<file path="src/rtl/divider_unit_pkg.sv">
// Shared CPU-wide definitions for the divider: operation and state encodings,
// datapath widths and the RV64 *W result-extension helper.
package divider_unit_pkg;

  localparam int XLEN = 64;
  localparam int WLEN = 32;

  typedef enum logic [1:0] {
    DIV  = 2'd0,
    DIVU = 2'd1,
    REM  = 2'd2,
    REMU = 2'd3
  } div_op_t;

  typedef enum logic [1:0] {
    IDLE = 2'd0,
    BUSY = 2'd1,
    DONE = 2'd2
  } div_state_t;

  // *W results are always sign-extended from bit 31, even for unsigned ops
  function automatic logic [XLEN-1:0] word_ext(input logic word, input logic [XLEN-1:0] x);
    logic [XLEN-1:0] r;
    if (word) begin
      r = {{(XLEN-WLEN){x[WLEN-1]}}, x[WLEN-1:0]};
    end else begin
      r = x;
    end
    return r;
  endfunction

endpackage

</file>
<file path="src/rtl/divider_unit.sv">
// Iterative restoring radix-2 divider for DIV/DIVU/REM/REMU and their RV64 *W forms.
// Optional macro DIVIDER_FAST_SPECIAL_EN: divide-by-zero and signed overflow bypass BUSY.
module divider_unit
  import divider_unit_pkg::*;
(
  input  logic        clk,
  input  logic        rst_n,
  input  logic        in_valid,
  output logic        in_ready,
  input  logic [1:0]  op,
  input  logic        word,
  input  logic [63:0] a,
  input  logic [63:0] b,
  input  logic        flush,
  output logic        out_valid,
  input  logic        out_ready,
  output logic [63:0] result
);

  div_state_t  state_r, next_state_s;
  div_op_t     op_s;
  logic [6:0]  cnt_r;
  logic [63:0] rem_r, quo_r, dsr_r, spec_res_r, result_r;
  logic        word_r, is_rem_r, neg_q_r, neg_r_r, special_r, out_valid_r;

  logic        accept_s, last_s, fast_load_s;
  logic        is_signed_s, is_rem_s, a_neg_s, b_neg_s, div_zero_s, ovf_s;
  logic [63:0] a_ext_s, b_ext_s, a_mag_s, b_mag_s, ovf_min_s, spec_res_s;
  logic [64:0] rem_sh_s, trial_s;
  logic        ge_s;
  logic [63:0] rem_nx_s, quo_nx_s, q_mag_s, q_fix_s, r_fix_s, final_s;

  assign op_s      = div_op_t'(op);
  assign in_ready  = (state_r == IDLE) && !flush;
  assign out_valid = out_valid_r;
  assign result    = result_r;

  // Operand preparation: width selection, signs, magnitudes and special-case results
  always_comb begin
    is_signed_s = (op_s == DIV) || (op_s == REM);
    is_rem_s    = (op_s == REM) || (op_s == REMU);
    if (word) begin
      a_ext_s   = is_signed_s ? {{32{a[31]}}, a[31:0]} : {32'd0, a[31:0]};
      b_ext_s   = is_signed_s ? {{32{b[31]}}, b[31:0]} : {32'd0, b[31:0]};
      ovf_min_s = 64'hFFFF_FFFF_8000_0000;
    end else begin
      a_ext_s   = a;
      b_ext_s   = b;
      ovf_min_s = 64'h8000_0000_0000_0000;
    end
    a_neg_s    = is_signed_s && a_ext_s[63];
    b_neg_s    = is_signed_s && b_ext_s[63];
    a_mag_s    = a_neg_s ? (64'd0 - a_ext_s) : a_ext_s;
    b_mag_s    = b_neg_s ? (64'd0 - b_ext_s) : b_ext_s;
    div_zero_s = (b_ext_s == 64'd0);
    ovf_s      = is_signed_s && (a_ext_s == ovf_min_s) && (b_ext_s == 64'hFFFF_FFFF_FFFF_FFFF);
    if (div_zero_s) begin
      spec_res_s = is_rem_s ? word_ext(word, a) : 64'hFFFF_FFFF_FFFF_FFFF;
    end else begin
      spec_res_s = is_rem_s ? 64'd0 : word_ext(word, a);
    end
  end

  // One restoring step plus the sign fix-up of the value it would complete
  always_comb begin
    rem_sh_s = {rem_r, quo_r[63]};
    trial_s  = rem_sh_s - {1'b0, dsr_r};
    ge_s     = !trial_s[64];
    rem_nx_s = ge_s ? trial_s[63:0] : rem_sh_s[63:0];
    quo_nx_s = {quo_r[62:0], ge_s};
    q_mag_s  = word_r ? {32'd0, quo_nx_s[31:0]} : quo_nx_s;
    q_fix_s  = neg_q_r ? (64'd0 - q_mag_s) : q_mag_s;
    r_fix_s  = neg_r_r ? (64'd0 - rem_nx_s) : rem_nx_s;
    if (special_r) begin
      final_s = spec_res_r;
    end else begin
      final_s = word_ext(word_r, is_rem_r ? r_fix_s : q_fix_s);
    end
  end

  // Next-state and handshake decode
  always_comb begin
    next_state_s = state_r;
    accept_s     = 1'b0;
    last_s       = 1'b0;
    fast_load_s  = 1'b0;
    case (state_r)
      IDLE: begin
        if (flush) begin
          next_state_s = IDLE;
        end else if (in_valid) begin
          accept_s = 1'b1;
`ifdef DIVIDER_FAST_SPECIAL_EN
          if (div_zero_s || ovf_s) begin
            fast_load_s  = 1'b1;
            next_state_s = DONE;
          end else begin
            next_state_s = BUSY;
          end
`else
          next_state_s = BUSY;
`endif
        end else begin
          next_state_s = IDLE;
        end
      end
      BUSY: begin
        if (flush) begin
          next_state_s = IDLE;
        end else if (cnt_r == 7'd1) begin
          last_s       = 1'b1;
          next_state_s = DONE;
        end else begin
          next_state_s = BUSY;
        end
      end
      DONE: begin
        if (flush || out_ready) begin
          next_state_s = IDLE;
        end else begin
          next_state_s = DONE;
        end
      end
      default: next_state_s = IDLE;
    endcase
  end

  // State register and registered valid
  always_ff @(posedge clk or negedge rst_n) begin
    if (!rst_n) begin
      state_r     <= IDLE;
      out_valid_r <= 1'b0;
    end else begin
      state_r     <= next_state_s;
      out_valid_r <= (next_state_s == DONE);
    end
  end

  // Iteration datapath: load on accept, one quotient bit per BUSY cycle
  always_ff @(posedge clk or negedge rst_n) begin
    if (!rst_n) begin
      cnt_r      <= 7'd0;
      rem_r      <= 64'd0;
      quo_r      <= 64'd0;
      dsr_r      <= 64'd0;
      spec_res_r <= 64'd0;
      word_r     <= 1'b0;
      is_rem_r   <= 1'b0;
      neg_q_r    <= 1'b0;
      neg_r_r    <= 1'b0;
      special_r  <= 1'b0;
    end else if (accept_s) begin
      cnt_r      <= word ? 7'd32 : 7'd64;
      rem_r      <= 64'd0;
      quo_r      <= word ? {a_mag_s[31:0], 32'd0} : a_mag_s;
      dsr_r      <= word ? {32'd0, b_mag_s[31:0]} : b_mag_s;
      spec_res_r <= spec_res_s;
      word_r     <= word;
      is_rem_r   <= is_rem_s;
      neg_q_r    <= a_neg_s ^ b_neg_s;
      neg_r_r    <= a_neg_s;
      special_r  <= div_zero_s || ovf_s;
    end else if ((state_r == BUSY) && !flush) begin
      cnt_r <= cnt_r - 7'd1;
      rem_r <= rem_nx_s;
      quo_r <= quo_nx_s;
    end else begin
      cnt_r <= cnt_r;
      rem_r <= rem_r;
      quo_r <= quo_r;
    end
  end

  // Result register, written only when entering DONE
  always_ff @(posedge clk or negedge rst_n) begin
    if (!rst_n) begin
      result_r <= 64'd0;
    end else if (fast_load_s) begin
      result_r <= spec_res_s;
    end else if (last_s) begin
      result_r <= final_s;
    end else begin
      result_r <= result_r;
    end
  end

endmodule

</file>
<file path="config.mk">
export PLATFORM = sky130hd
export DESIGN_NAME = divider_unit
export DESIGN_NICKNAME = d
export VERILOG_FILES = /design/src/rtl/divider_unit_pkg.sv /design/src/rtl/divider_unit.sv
export SDC_FILE = /design/constraint.sdc
export NUM_CORES = 1
export LEC_CHECK = 0
export ABC_AREA = 1
export BUFFER_PORTS_ARGS = -buffer_cell sky130_fd_sc_hd__buf_4
export CAP_MARGIN = 15
export CELL_PAD_IN_SITES_DETAIL_PLACEMENT = 1
export CELL_PAD_IN_SITES_GLOBAL_PLACEMENT = 2
export CORE_UTILIZATION = 30
export DETAILED_ROUTE_END_ITERATION = 6
export PLACE_DENSITY_LB_ADDON = 0.1
export SETUP_SLACK_MARGIN = 0.02
export SLEW_MARGIN = 20
export SYNTH_ARGS = -nofsm -noshare
export SYNTH_HDL_FRONTEND = slang
export SYNTH_SLANG_ARGS = --single-unit
</file>
<file path="constraint.sdc">
create_clock -name clk -period 5.3 [get_ports clk]
set_input_delay 0.265 -clock clk [delete_from_list [all_inputs] [get_ports clk]]
set_output_delay 0.265 -clock clk [all_outputs]
set_load 0.1 [all_outputs]
</file>
; ---- After elaboration in Yosys (flattened, before gate mapping)
; Index checks and enable logic that the tools add are counted.
[totals]
register_bits = 335
inputBits = 136
output_inout_bits = 66
elab_cells = 83
[classes]
add_sub_neg = 6
n_eq_ne = 8
n_mux = 39
n_bitwise = 1
n_reduce_logical = 16
[op_table]
columns = cell, n
row1 = $mux 64, 23
row2 = $sub 1x64->64 const A, 4
row3 = $sub 65x64->65, 1
row4 = $eq 64x64->1, 1
row5 = $eq 64x64->1 const B, 1
row6 = $logic_not 64->1, 1
row7 = $mux 63, 1
row8 = $mux 7, 3
row9 = $eq 2x2->1 const B, 4
row10 = $mux 1, 8
row11 = $eq 7x1->1 const B, 1
row12 = $sub 7x1->7 const B, 1
row13 = $logic_and 1x1->1, 6
row14 = $mux 2, 3
row15 = $pmux 2 s3, 1
row16 = $logic_not 2->1, 2
row17 = $logic_or 1x1->1, 4
row18 = $eq 2x1->1 const B, 1
row19 = $logic_not 1->1, 2
row20 = $reduce_bool 2->1, 1
row21 = $xor 1x1->1, 1

; ---- Logic depth before layout (Yosys ltp)
[depth]
depth_word = 8
mapped_depth = 43
ltp_nobuf = 39

; ---- Worst setup path after synthesis
; OpenSTA, ideal clock, no wires.
[synth_path]
kind = register to register
from = reg quo_r[63]
to = reg result_r[60], in the netlist result[60]
setup_time_ps = 68
arrival_ps = 4908
t_required_ps = 5232
slack_ps = 325
path_stages_with_launch = 44
path_buffers = 4
period_less_slack_ps = 4975
path_cell_list = dfrtp_1 -> inv_1 -> ha_1 -> fa_1 -> inv_1 -> nand2_1 -> nand2_1 -> nand3_1 -> nand2_2 -> nand2_1 -> nand2_2 -> nand2_1 -> nand2_2 -> nand2_4 -> nand2_4 -> nand2_4 -> nand2_4 -> buf_6 -> [... 8 more ...] -> nand2_1 -> inv_1 -> nand4_1 -> nor2_1 -> nand4_1 -> nor2_1 -> a21oi_1 -> inv_1 -> o21ai_0 -> a21oi_1 -> o21ai_0 -> a21oi_1 -> o21ai_0 -> nand2_1 -> nand2_1 -> nand2_1 -> nand2_1 -> nand2_1
[synth_between]
elab_chain_len = 8
word_cells_on_any_way = 11
classes_between = add/sub (3) / mux (7) / reduce/logical (1)
[synth_lines]
columns = item, line_no
row1 = "start, declared", divider_unit.sv:23  ; logic [63:0] rem_r, quo_r, dsr_r, spec_res_r, result_r;
row2 = "start signal, assigned", divider_unit.sv:155  ; quo_r <= word ? {a_mag_s[31:0], 32'd0} : a_mag_s;
row3 = "start signal, assigned", divider_unit.sv:166  ; quo_r <= quo_nx_s;
row4 = "start signal, assigned", divider_unit.sv:170  ; quo_r <= quo_r;
row5 = $sub 65x64->65, divider_unit.sv:67  ; trial_s = rem_sh_s - {1'b0, dsr_r};
row6 = $logic_not 1->1, divider_unit.sv:68  ; ge_s = !trial_s[64];
row7 = $mux 64, divider_unit.sv:71  ; q_mag_s = word_r ? {32'd0, quo_nx_s[31:0]} : quo_nx_s;
row8 = $sub 1x64->64, divider_unit.sv:72  ; q_fix_s = neg_q_r ? (64'd0 - q_mag_s) : q_mag_s;
row9 = $mux 64, divider_unit.sv:72
row10 = $mux 64 (*), divider_unit.sv:77  ; final_s = word_ext(word_r, is_rem_r ? r_fix_s : q_fix_s);
row11 = $mux 64 (*), divider_unit_pkg.sv:24  ; if (word) begin
row12 = $mux 64 (*), divider_unit.sv:74  ; if (special_r) begin
row13 = "end signal, assigned", divider_unit.sv:179  ; result_r <= spec_res_s;
row14 = "end signal, assigned", divider_unit.sv:181  ; result_r <= final_s;
row15 = "end signal, assigned", divider_unit.sv:183  ; result_r <= result_r;
row16 = "end, declared", divider_unit.sv:23
; Mark *: on every way between the ends. The rest lies on a longest branch, timed or not.
; A chain may end at the register's enable or synchronous reset.

; ---- Final worst setup path
[layout_path]
from = reg dsr_r[50]
to = reg result_r[20], in the netlist result[20]
[layout_between]
elab_chain_len = 8
word_cells_on_any_way = 11
classes_between = add/sub (3) / mux (7) / reduce/logical (1)
[layout_lines]
columns = item, line_no
row1 = "start, declared", divider_unit.sv:23
row2 = "start signal, assigned", divider_unit.sv:156  ; dsr_r <= word ? {32'd0, b_mag_s[31:0]} : b_mag_s;
row3 = $sub 65x64->65 (*), divider_unit.sv:67
row4 = $logic_not 1->1, divider_unit.sv:68
row5 = $mux 64, divider_unit.sv:71
row6 = $sub 1x64->64, divider_unit.sv:72
row7 = $mux 64, divider_unit.sv:72
row8 = $mux 64 (*), divider_unit.sv:77
row9 = $mux 64 (*), divider_unit_pkg.sv:24
row10 = $mux 64 (*), divider_unit.sv:74
; Marks and branches as above.

==> results.sh <==
export IMPL_worst_pin_slew_ns=1.16
export IMPL_cpMostUsedCell="nand2_1"
export IMPL_clk_latency_ns=0.63
export IMPL_power_frac_seq=0.152
export IMPL_p_per_area_mw_per_mm2=770
export IMPL_multi_input_area_mm2=0.0188
export IMPL_drt_total_wl_um=160000
export IMPL_drcViolationCount=0
export IMPL_numPortBuffers=201
export IMPL_crit_reg2reg_capture="result[20]"
export IMPL_dieArea_mm2=0.103
export IMPL_holdWs_ns=0.0288
export IMPL_core_area_mm2=0.101
export IMPL_end_kind="register"
export IMPL_setup_ws_ns=0.319
export IMPL_grt_max_degree=118
export IMPL_cts_sinks=335
export IMPL_max_stage_delay_ns=0.51
export IMPL_maxCapViolCount=0
export IMPL_synth_async_reset_ratio=1.00
export IMPL_fillers=13200
export IMPL_yosysMostFrequentCell="nand2_1"
export IMPL_hold_viol=0
export IMPL_synth_common_cells="nand2_1 (1540), inv_1 (699), nor2_1 (522), o21ai_0 (403), dfrtp_1 (335)"
export IMPL_syn_mean_instance_area_um2=6.05
export IMPL_seq_area_frac_synth=0.274
export IMPL_nets=5462
export IMPL_synth_seq_cells=335
export IMPL_die_h_um=321
export IMPL_swShare=0.603
export IMPL_cts_tree="done"
export IMPL_synth_flop_cell="dfrtp_1"
export IMPL_final_cells=6647
export IMPL_power_frac_comb=0.728
export IMPL_synth_area_mm2=0.0306
export IMPL_setup_worst_path_end="result[20]"
export IMPL_post_route_min_period_ns=4.98
export IMPL_synth_area_top_cells="dfrtp_1 (27%), nand2_1 (19%), inv_1 (8.6%)"
export IMPL_final_setup_skew_ns=0.0328
export IMPL_cp_slowest_cell="o21ai_1"
export IMPL_drv_slew=0
export IMPL_gr_total_overflow=0
export IMPL_clockPowerShare=0.120
export IMPL_postSynthCellCount=5064
export IMPL_first_iter_violations=2585
export IMPL_critPathLaunch="dsr_r[50]"
export IMPL_die_w_um=321
export IMPL_io_pins=202
export IMPL_dp_cells=6545
export IMPL_cts_htree_levels=2
export IMPL_ant_nets=0
export IMPL_dp_hpwl_um=129000
export IMPL_grt_pass1_vias=34600
export IMPL_place_ws_ns=0.0762
export IMPL_max_slew_margin_rel=0.229
export IMPL_synth_edf_count=0
export IMPL_rows=116
export IMPL_clockRootBuffer="clkbuf_16"
export IMPL_synth_area_leader_cell="dfrtp_1"
export IMPL_clk_pin_slew_ns=0.06
export IMPL_setup_tns_ns=0
export IMPL_p_int_uw=11000
export IMPL_arrival_ns=5.47
export IMPL_drive_gt1_frac=0.108
export IMPL_reg2regPathDepth=30
export IMPL_cts_buffers=45
export IMPL_cp_start_kind="register"
export IMPL_syn_to_final_growth_pct=17.4
export IMPL_yosys_warnings=0
export IMPL_wire_per_inst_um=24.0
export IMPL_fmax_mhz=201
export IMPL_regArea_mm2=0.00839
export IMPL_gp_congestion=0.968
export IMPL_setup_viol=0
export IMPL_vias=34900
export IMPL_syn_nets=5272
export IMPL_fin_crit_sh=0.940
export IMPL_outcome="completed"
export IMPL_critPathKind="reg -> reg"
export IMPL_power_leakage_uw=0.0179
export IMPL_start_util=0.304
export IMPL_r2r_slack_ns=0.32
export IMPL_track_usage=0.305
export IMPL_synth_top_area_share=0.274
export IMPL_drt_vias_per_instance=5.25
export IMPL_switchingPower_uw=16700
export IMPL_cp_required_ns=5.78
export IMPL_ys_types=68
export IMPL_dr_pass1_iters=5
export IMPL_grt_first_pass_wirelength_um=233000
export IMPL_r2r_start="dsr_r[50]"
export IMPL_ir_worst_vdd_mv=0.708
export IMPL_antenna_found_initial=8
export IMPL_hp_class="in -> reg"
export IMPL_crit_fanout=19
export IMPL_clockBufferDepth=3
-- metrics by stage --
step / util / total power [uW] / instance area [um2]
3_3_place_gp: 0.339 / 24000 / 34100
4_1_cts: 0.356 / 27600 / 35800
5_1_grt: 0.357 / 29700 / 35900
3_5_place_dp: 0.339 / 24100 / 34100
2_1_floorplan: - / 16900 / 30600
6_report: 0.357 / 27700 / 35900
-- flip-flops by register name, summed over array words and instances, names as in the netlist, 2 cells and up --
register    count
cnt_r           7
dsr_r          64
rem_r          64
result         64
spec_res_r     64
state_r         2
quo_r          64
-- worst max-delay path, delay by kind of cell (launching register included) --
kind	cells	cell delay, ns
flops	1	0.36
fa+ha+maj	1	0.32
buf+inv	6	1.14
simple gates	18	1.88
compound gates	5	1.17
-- cells in the final DEF, fill, tap and decap left out, types with 11 or more instances in the layout --
cell type      Yosys  routed
o221ai_1          51      51
ha_1              71      66
a31oi_1           14      14
nand2_2           44      49
xor2_1            84      84
nor4_1            27      27
o22ai_1           71      71
nand4_1           54      54
xnor2_1           39      39
nor2_1           522     513
inv_2             17      19
nand3_1          262     261
o211ai_1          42      42
dfrtp_1          335     331
buf_12             2      12
clkbuf_16          0      46
o31ai_1           20      20
o21ai_1           21      25
nor3_1            98      98
nand3b_1          22      22
buf_4              3     316
a21oi_1          289     285
nand2_1         1540    1534
nor2_2            19      24
o21ai_0          403     396
nor2_4             7      11
inv_1            699     694
dlygate4sd3_1      0      17
-- worst min path at each step --
stage               start  cells past startpoint          to
floorplan           rst_n                      0    cnt_r[0]
global placement    rst_n                      1  result[51]
detailed placement  rst_n                      1  result[51]
CTS                 a[62]                      4   quo_r[62]
global route        a[62]                      4   quo_r[62]
finish              b[15]                      3   dsr_r[15]
-- power groups by stage --
stage / combinational (uW) / sequential (uW) / clock [uW]
finish: 20200 / 4210 / 3320
global placement: 19800 / 4210 / 0
CTS: 20000 / 4200 / 3390
detailed placement: 19900 / 4230 / 0
global route: 22000 / 4310 / 3470
floorplan: 11400 / 5450 / 0
-- repair_timing --
action / 4_1_cts / 5_1_grt
setup endpoints to repair: 0 / 19
endpoints found under the hold margin: 99 / 0
hold buffers: 17 / 0
gates resized for setup: 0 / 37
setup buffers: 0 / 2
-- cell type report --
type                       instances  share of cell area
antenna                            2            0.000139
clock inverter                    18             0.00738
multi-input combinational       3803               0.522
clock buffer                      63              0.0360
inverter                         722              0.0756
timing repair buffer             347              0.0781
sequential                       335               0.233
tap                             1357              0.0472
-- metal layers --
metal,vias up,global-route usage,share of wire
met1,17200,0.448,0.49
met3,155,0.0375,0.055
li1,16700,-,-
met4,2,0.0834,0.028
met5,-,0,0.000081
met2,825,0.465,0.43
-- cell families after synthesis --
family	Yosys count	share of synthesized area
and+or+nand+nor	2637	0.362
DFF	335	0.274
adders and majority gates	75	0.0307
AOI/OAI and AO/OA	968	0.180
xor gates and xnor gates	123	0.0352
buffers and inverters	926	0.119
(Power assumes the default switching activity.)
